<file path="src/rtl/sprite_overlay.sv">
// sprite_overlay: overlays a palettized ROM sprite onto a background video stream.
//
// Ports
//   vga_clk, reset_n            pixel clock (rising edge), async active-low reset
//   DrawX, DrawY, blank         current raster position, 1 = active video
//   enable                      1 = sprite drawn, 0 = background passthrough
//   pos_x, pos_y, pos_valid     requested sprite top-left, 1-cycle capture strobe
//   bg_red/green/blue           background pixel
//   rom_addr / rom_q            registered ROM address / synchronous ROM data
//   pal_idx, pal_red/green/blue palette index out, combinational palette colour in
//   red, green, blue            registered output pixel, 3 edges after the inputs
//
// Configuration
//   SPRITE_OVERLAY_BLINK_EN     when defined, the sprite blinks with a half-period of
//                               BLINK_FRAMES frames; otherwise it is always visible.
module sprite_overlay #(
    parameter int SPR_W           = 24,
    parameter int SPR_H           = 32,
    parameter int SCALE_LOG2      = 0,
    parameter int PAL_BITS        = 1,
    parameter int TRANSPARENT_IDX = 0,
    parameter int BLINK_FRAMES    = 30,
    parameter int ADDR_W          = $clog2(SPR_W*SPR_H)
) (
    input  logic                vga_clk,
    input  logic                reset_n,
    input  logic [9:0]          DrawX,
    input  logic [9:0]          DrawY,
    input  logic                blank,
    input  logic                enable,
    input  logic [9:0]          pos_x,
    input  logic [9:0]          pos_y,
    input  logic                pos_valid,
    input  logic [3:0]          bg_red,
    input  logic [3:0]          bg_green,
    input  logic [3:0]          bg_blue,
    output logic [ADDR_W-1:0]   rom_addr,
    input  logic [PAL_BITS-1:0] rom_q,
    output logic [PAL_BITS-1:0] pal_idx,
    input  logic [3:0]          pal_red,
    input  logic [3:0]          pal_green,
    input  logic [3:0]          pal_blue,
    output logic [3:0]          red,
    output logic [3:0]          green,
    output logic [3:0]          blue
);

    // Extents are compared one bit wider than the raster so a sprite placed
    // near column/row 1023 clips instead of wrapping back to 0.
    localparam int HW = 11 + SCALE_LOG2;
    localparam logic [HW-1:0] EXT_W = HW'(SPR_W << SCALE_LOG2);
    localparam logic [HW-1:0] EXT_H = HW'(SPR_H << SCALE_LOG2);

    typedef struct packed {
        logic        blank;
        logic        enable;
        logic        hit;
        logic        vis;
        logic [11:0] bg;
    } side_t;

    logic              frame_start;
    logic [9:0]        pend_x, pend_y, act_x, act_y;
    logic [9:0]        eff_x, eff_y;
    logic [9:0]        off_x, off_y;
    logic              hit;
    logic [ADDR_W-1:0] addr_calc;
    logic              vis;
    side_t             s1, s2;
    logic [11:0]       pix_q;

    // The frame-start pixel already uses the position being committed that
    // cycle, so a move takes effect for the entire new frame.
    always_comb begin
        frame_start = (DrawX == 10'd0) && (DrawY == 10'd0);
        eff_x = act_x;
        eff_y = act_y;
        if (frame_start) begin
            eff_x = pos_valid ? pos_x : pend_x;
            eff_y = pos_valid ? pos_y : pend_y;
        end
        hit = (HW'(DrawX) >= HW'(eff_x)) && (HW'(DrawX) < HW'(eff_x) + EXT_W) &&
              (HW'(DrawY) >= HW'(eff_y)) && (HW'(DrawY) < HW'(eff_y) + EXT_H);
        off_x = DrawX - eff_x;
        off_y = DrawY - eff_y;
        addr_calc = ADDR_W'(off_x >> SCALE_LOG2) +
                    ADDR_W'(off_y >> SCALE_LOG2) * ADDR_W'(SPR_W);
    end

    // Double-buffered position: pending follows pos_valid, active follows frame start.
    always_ff @(posedge vga_clk or negedge reset_n) begin
        if (!reset_n) begin
            pend_x <= '0;
            pend_y <= '0;
            act_x  <= '0;
            act_y  <= '0;
        end else begin
            if (pos_valid) begin
                pend_x <= pos_x;
                pend_y <= pos_y;
            end
            if (frame_start) begin
                act_x <= eff_x;
                act_y <= eff_y;
            end
        end
    end

`ifdef SPRITE_OVERLAY_BLINK_EN
    localparam int CW = $clog2(BLINK_FRAMES + 1);
    logic [CW-1:0] blink_cnt;

    always_ff @(posedge vga_clk or negedge reset_n) begin
        if (!reset_n) begin
            blink_cnt <= '0;
            vis       <= 1'b1;
        end else if (frame_start) begin
            if (blink_cnt == CW'(BLINK_FRAMES - 1)) begin
                blink_cnt <= '0;
                vis       <= ~vis;
            end else begin
                blink_cnt <= blink_cnt + 1'b1;
            end
        end
    end
`else
    logic unused_blink_cfg;
    assign unused_blink_cfg = ^BLINK_FRAMES;
    assign vis = 1'b1;
`endif

    // Stage 1: address and sideband capture. Stage 2: sideband waits out the
    // ROM read so it lines up with rom_q. Stage 3: output select.
    always_ff @(posedge vga_clk or negedge reset_n) begin
        if (!reset_n) begin
            rom_addr <= '0;
            s1       <= '0;
            s2       <= '0;
            pix_q    <= '0;
        end else begin
            rom_addr <= hit ? addr_calc : '0;
            s1       <= '{blank, enable, hit, vis, {bg_red, bg_green, bg_blue}};
            s2       <= s1;
            if (!s2.blank)
                pix_q <= '0;
            else if (!s2.enable || !s2.hit || !s2.vis ||
                     rom_q == PAL_BITS'(TRANSPARENT_IDX))
                pix_q <= s2.bg;
            else
                pix_q <= {pal_red, pal_green, pal_blue};
        end
    end

    assign pal_idx = rom_q;
    assign {red, green, blue} = pix_q;

endmodule

</file>
<file path="config.mk">
export PLATFORM = sky130hd
export DESIGN_NAME = sprite_overlay
export DESIGN_NICKNAME = d
export VERILOG_FILES = /design/src/rtl/sprite_overlay.sv
export SDC_FILE = /design/constraint.sdc
export NUM_CORES = 1
export LEC_CHECK = 0
export ABC_AREA = 1
export CAP_MARGIN = 20
export CORE_MARGIN = 8
export CORE_UTILIZATION = 53
export CTS_BUF_LIST = sky130_fd_sc_hd__clkbuf_8 sky130_fd_sc_hd__clkbuf_16
export DETAILED_ROUTE_END_ITERATION = 8
export GPL_ROUTABILITY_DRIVEN = 1
export GPL_TIMING_DRIVEN = 1
export PLACE_DENSITY = 0.77
export SLEW_MARGIN = 40
export SYNTH_ARGS = -nofsm -noshare
export SYNTH_HDL_FRONTEND = slang
export SYNTH_SLANG_ARGS = --single-unit
</file>
<file path="constraint.sdc">
create_clock -name vga_clk -period 5.35 [get_ports vga_clk]
set_input_delay 0.8025 -clock vga_clk [delete_from_list [all_inputs] [get_ports vga_clk]]
set_output_delay 0.8025 -clock vga_clk [all_outputs]
set_load 0.1 [all_outputs]
</file>
==> flow_metrics.env, run 1 <==
export IMPL_status="finished, final reports clean"
export IMPL_crit_type="in2reg"
export IMPL_end_kind="flop"
export IMPL_max_freq_mhz=195
export IMPL_overflow=0
export IMPL_syn_avg_cell_area_um2=9.53
export IMPL_cts_root_buf="clkbuf_8"
export IMPL_synth_top_area_share_pct=45.1
export IMPL_cts_tree="built"
export IMPL_die_area_mm2=0.0133
export IMPL_finalHoldViolations=0
export IMPL_n_antenna_cell=0
export IMPL_cpPeakStageDelay_ps=530
export IMPL_clockBufferDepth=2
export IMPL_antenna_found_initial=0
export IMPL_numPortBuffers=92
export IMPL_groute_usage_overall_pct=19.8
export IMPL_area_delta_synth_final_pct=33.3
export IMPL_ys_types=43
export IMPL_dieWidth_um=115
export IMPL_fin_skew_ps=9.70
export IMPL_ys_seq_area_share_pct=45.1
export IMPL_firstDrtPassIters=5
export IMPL_final_nets=836
export IMPL_timing_hold_ws_ps=352
export IMPL_ys_ff_latch=94
export IMPL_grt_first_pass_wirelength_um=20600
export IMPL_irDropWorstVdd_uv=164
export IMPL_drive_gt1_share_pct=25.5
export IMPL_hold_buffers=0
export IMPL_powerDensity_mw_per_mm2=262
export IMPL_num_io_pins=93
export IMPL_cts_buffers=9
export IMPL_grt_pass1_vias=4314
export IMPL_detailed_place_hpwl_um=9780
export IMPL_relSlewSlack_pct=57.7
export IMPL_startpoint="DrawX[1]"
export IMPL_ys_flop_type="dfrtp_1"
export IMPL_synth_top_area_cell="dfrtp_1"
export IMPL_yosysMostFrequentCell="dfrtp_1"
export IMPL_p_leak_nw=3.57
export IMPL_cpMostUsedCell="nand2_1"
export IMPL_wl_per_cell_um=14.9
export IMPL_fin_crit_ps=5120
export IMPL_routabilityCongestion=0.961
export IMPL_routed_wl_um=12600
export IMPL_hp_start="s1[4]"
export IMPL_n_fill_cell=766
export IMPL_ant_nets=0
export IMPL_setup_viol=0
export IMPL_coreArea_mm2=0.00964
export IMPL_fin_crit_sh_pct=95.7
export IMPL_cap_violations=0
export IMPL_drt_vias_per_instance=4.90
export IMPL_slew_violations=0
export IMPL_synth_area_mm2=0.00521
export IMPL_crit_slowest_cell="fa_1"
export IMPL_grt_max_degree=64
export IMPL_synthTopCellsByArea="dfrtp_1 45%, ha_1 12%, nand2_1 6.6%"
export IMPL_clk_pin_slew_ps=90
export IMPL_worstMarginPinSlew_ps=634
export IMPL_drc=0
export IMPL_syn_num_nets=675
export IMPL_syn_inst=547
export IMPL_holdCritPathClass="reg2reg"
export IMPL_dp_slack_ps=-221
export IMPL_crit_arrival_ps=5400
export IMPL_rows=36
export IMPL_path_max_fanout=5
export IMPL_drt_initial_drc_count=252
export IMPL_r2r_start="pend_y[0]"
export IMPL_clk_latency_ps=360
export IMPL_cp_start_kind="input port"
export IMPL_synthTopCellsByCount="94 x dfrtp_1, 92 x nand2_1, 79 x inv_1"
export IMPL_htreeDepth=3
export IMPL_die_y_um=115
export IMPL_required_ps=5630
export IMPL_crit_buf_inv=6
export IMPL_vias=4148
export IMPL_async_flop_share_pct=100
export IMPL_ys_warn_count=0
export IMPL_synth_edf_count=0
export IMPL_cts_sinks=94
export IMPL_setup_ws_ps=232
export IMPL_start_util_pct=54.1
export IMPL_critical_path_top_delay_family="adder cells"
==> report_power, final <==
part | switching [mW] | internal [mW]
Sequential | 0.00959 | 0.744
Combinational | 0.281 | 0.227
Clock | 0.248 | 0.312
==> per-layer routing <==
layer	GRT usage [%]	vias to the layer above	share of wire, %
li1	-	2051	-
met1	23.5	1963	43
met2	34.1	108	49
met3	4.78	26	5.8
met4	7.36	0	2.0
met5	0	-	0
==> logic make-up after synthesis <==
group,share of synthesized area [%]
buf+inv,7.49
simple gates,18.0
compound gates,7.49
fa+ha+maj,15.4
xor+xnor,3.70
flops,45.1
other cells,0.0719
mux,2.81
==> cell usage in the layout (no fill, tap or decap), types with 10 or more instances in the layout <==
cell type	instances
a21oi_1	17
buf_2	23
buf_4	68
clkdlybuf4s50_1	68
dfrtp_1	94
ha_1	45
inv_1	77
mux2_2	13
nand2_1	89
nand2_2	10
nand3_1	12
nor2_1	44
nor2_2	11
o21ai_0	21
xor2_1	12
==> area by class of cell <==
cell class	count	area [µm²]	share of cell area, %
Clock buffer	9	124	1.78
Inverter	84	318	4.57
Multi-Input combinational cell	358	2540	36.6
Tap cell	133	166	2.40
Clock inverter	7	118	1.69
Timing Repair Buffer	161	1330	19.1
Sequential cell	94	2350	33.9
==> metrics by stage <==
step	cell area [µm²]	TNS [ps]	cells	total power [mW]	util (%)
final	6950	0	846	1.82	72.1
after global routing	6950	-35.0	846	1.91	72.1
after CTS	6840	0	842	1.81	70.9
after detailed placement	6600	-343	826	1.25	68.4
after global placement	6710	-80.0	826	1.24	69.6
after floorplan	5210	0	547	1.05	-
==> final timing paths <==
kind,end,slack (ps),cells past startpoint
min in group asynchronous,s2[15],370,1
min reg2reg,s2[4],350,0
min,s2[4],350,0
max in group asynchronous,act_y[2],4080,2
max reg2reg,rom_addr[9],1170,26
max,rom_addr[9],230,28
==> repair_timing <==
item,CTS,global route
resized for setup,0,22
buffers inserted,0,4
endpoints found under the setup margin,0,2
==> registers in the layout, summed over array words and instances, names as in the netlist <==
register and flops:
pend_y 10, act_y 10, s2 16, pend_x 10, s1 16, pix_q 12
act_x 10, rom_addr 10
Note: power is estimated with default switching activity, not from simulation.
==> inputs of run 2 (changes only) <==
TNS_END_PERCENT = 20   (was unset)
==> results of run 2 <==
The final DEF is identical to that of run 1; final timing and power are the same.
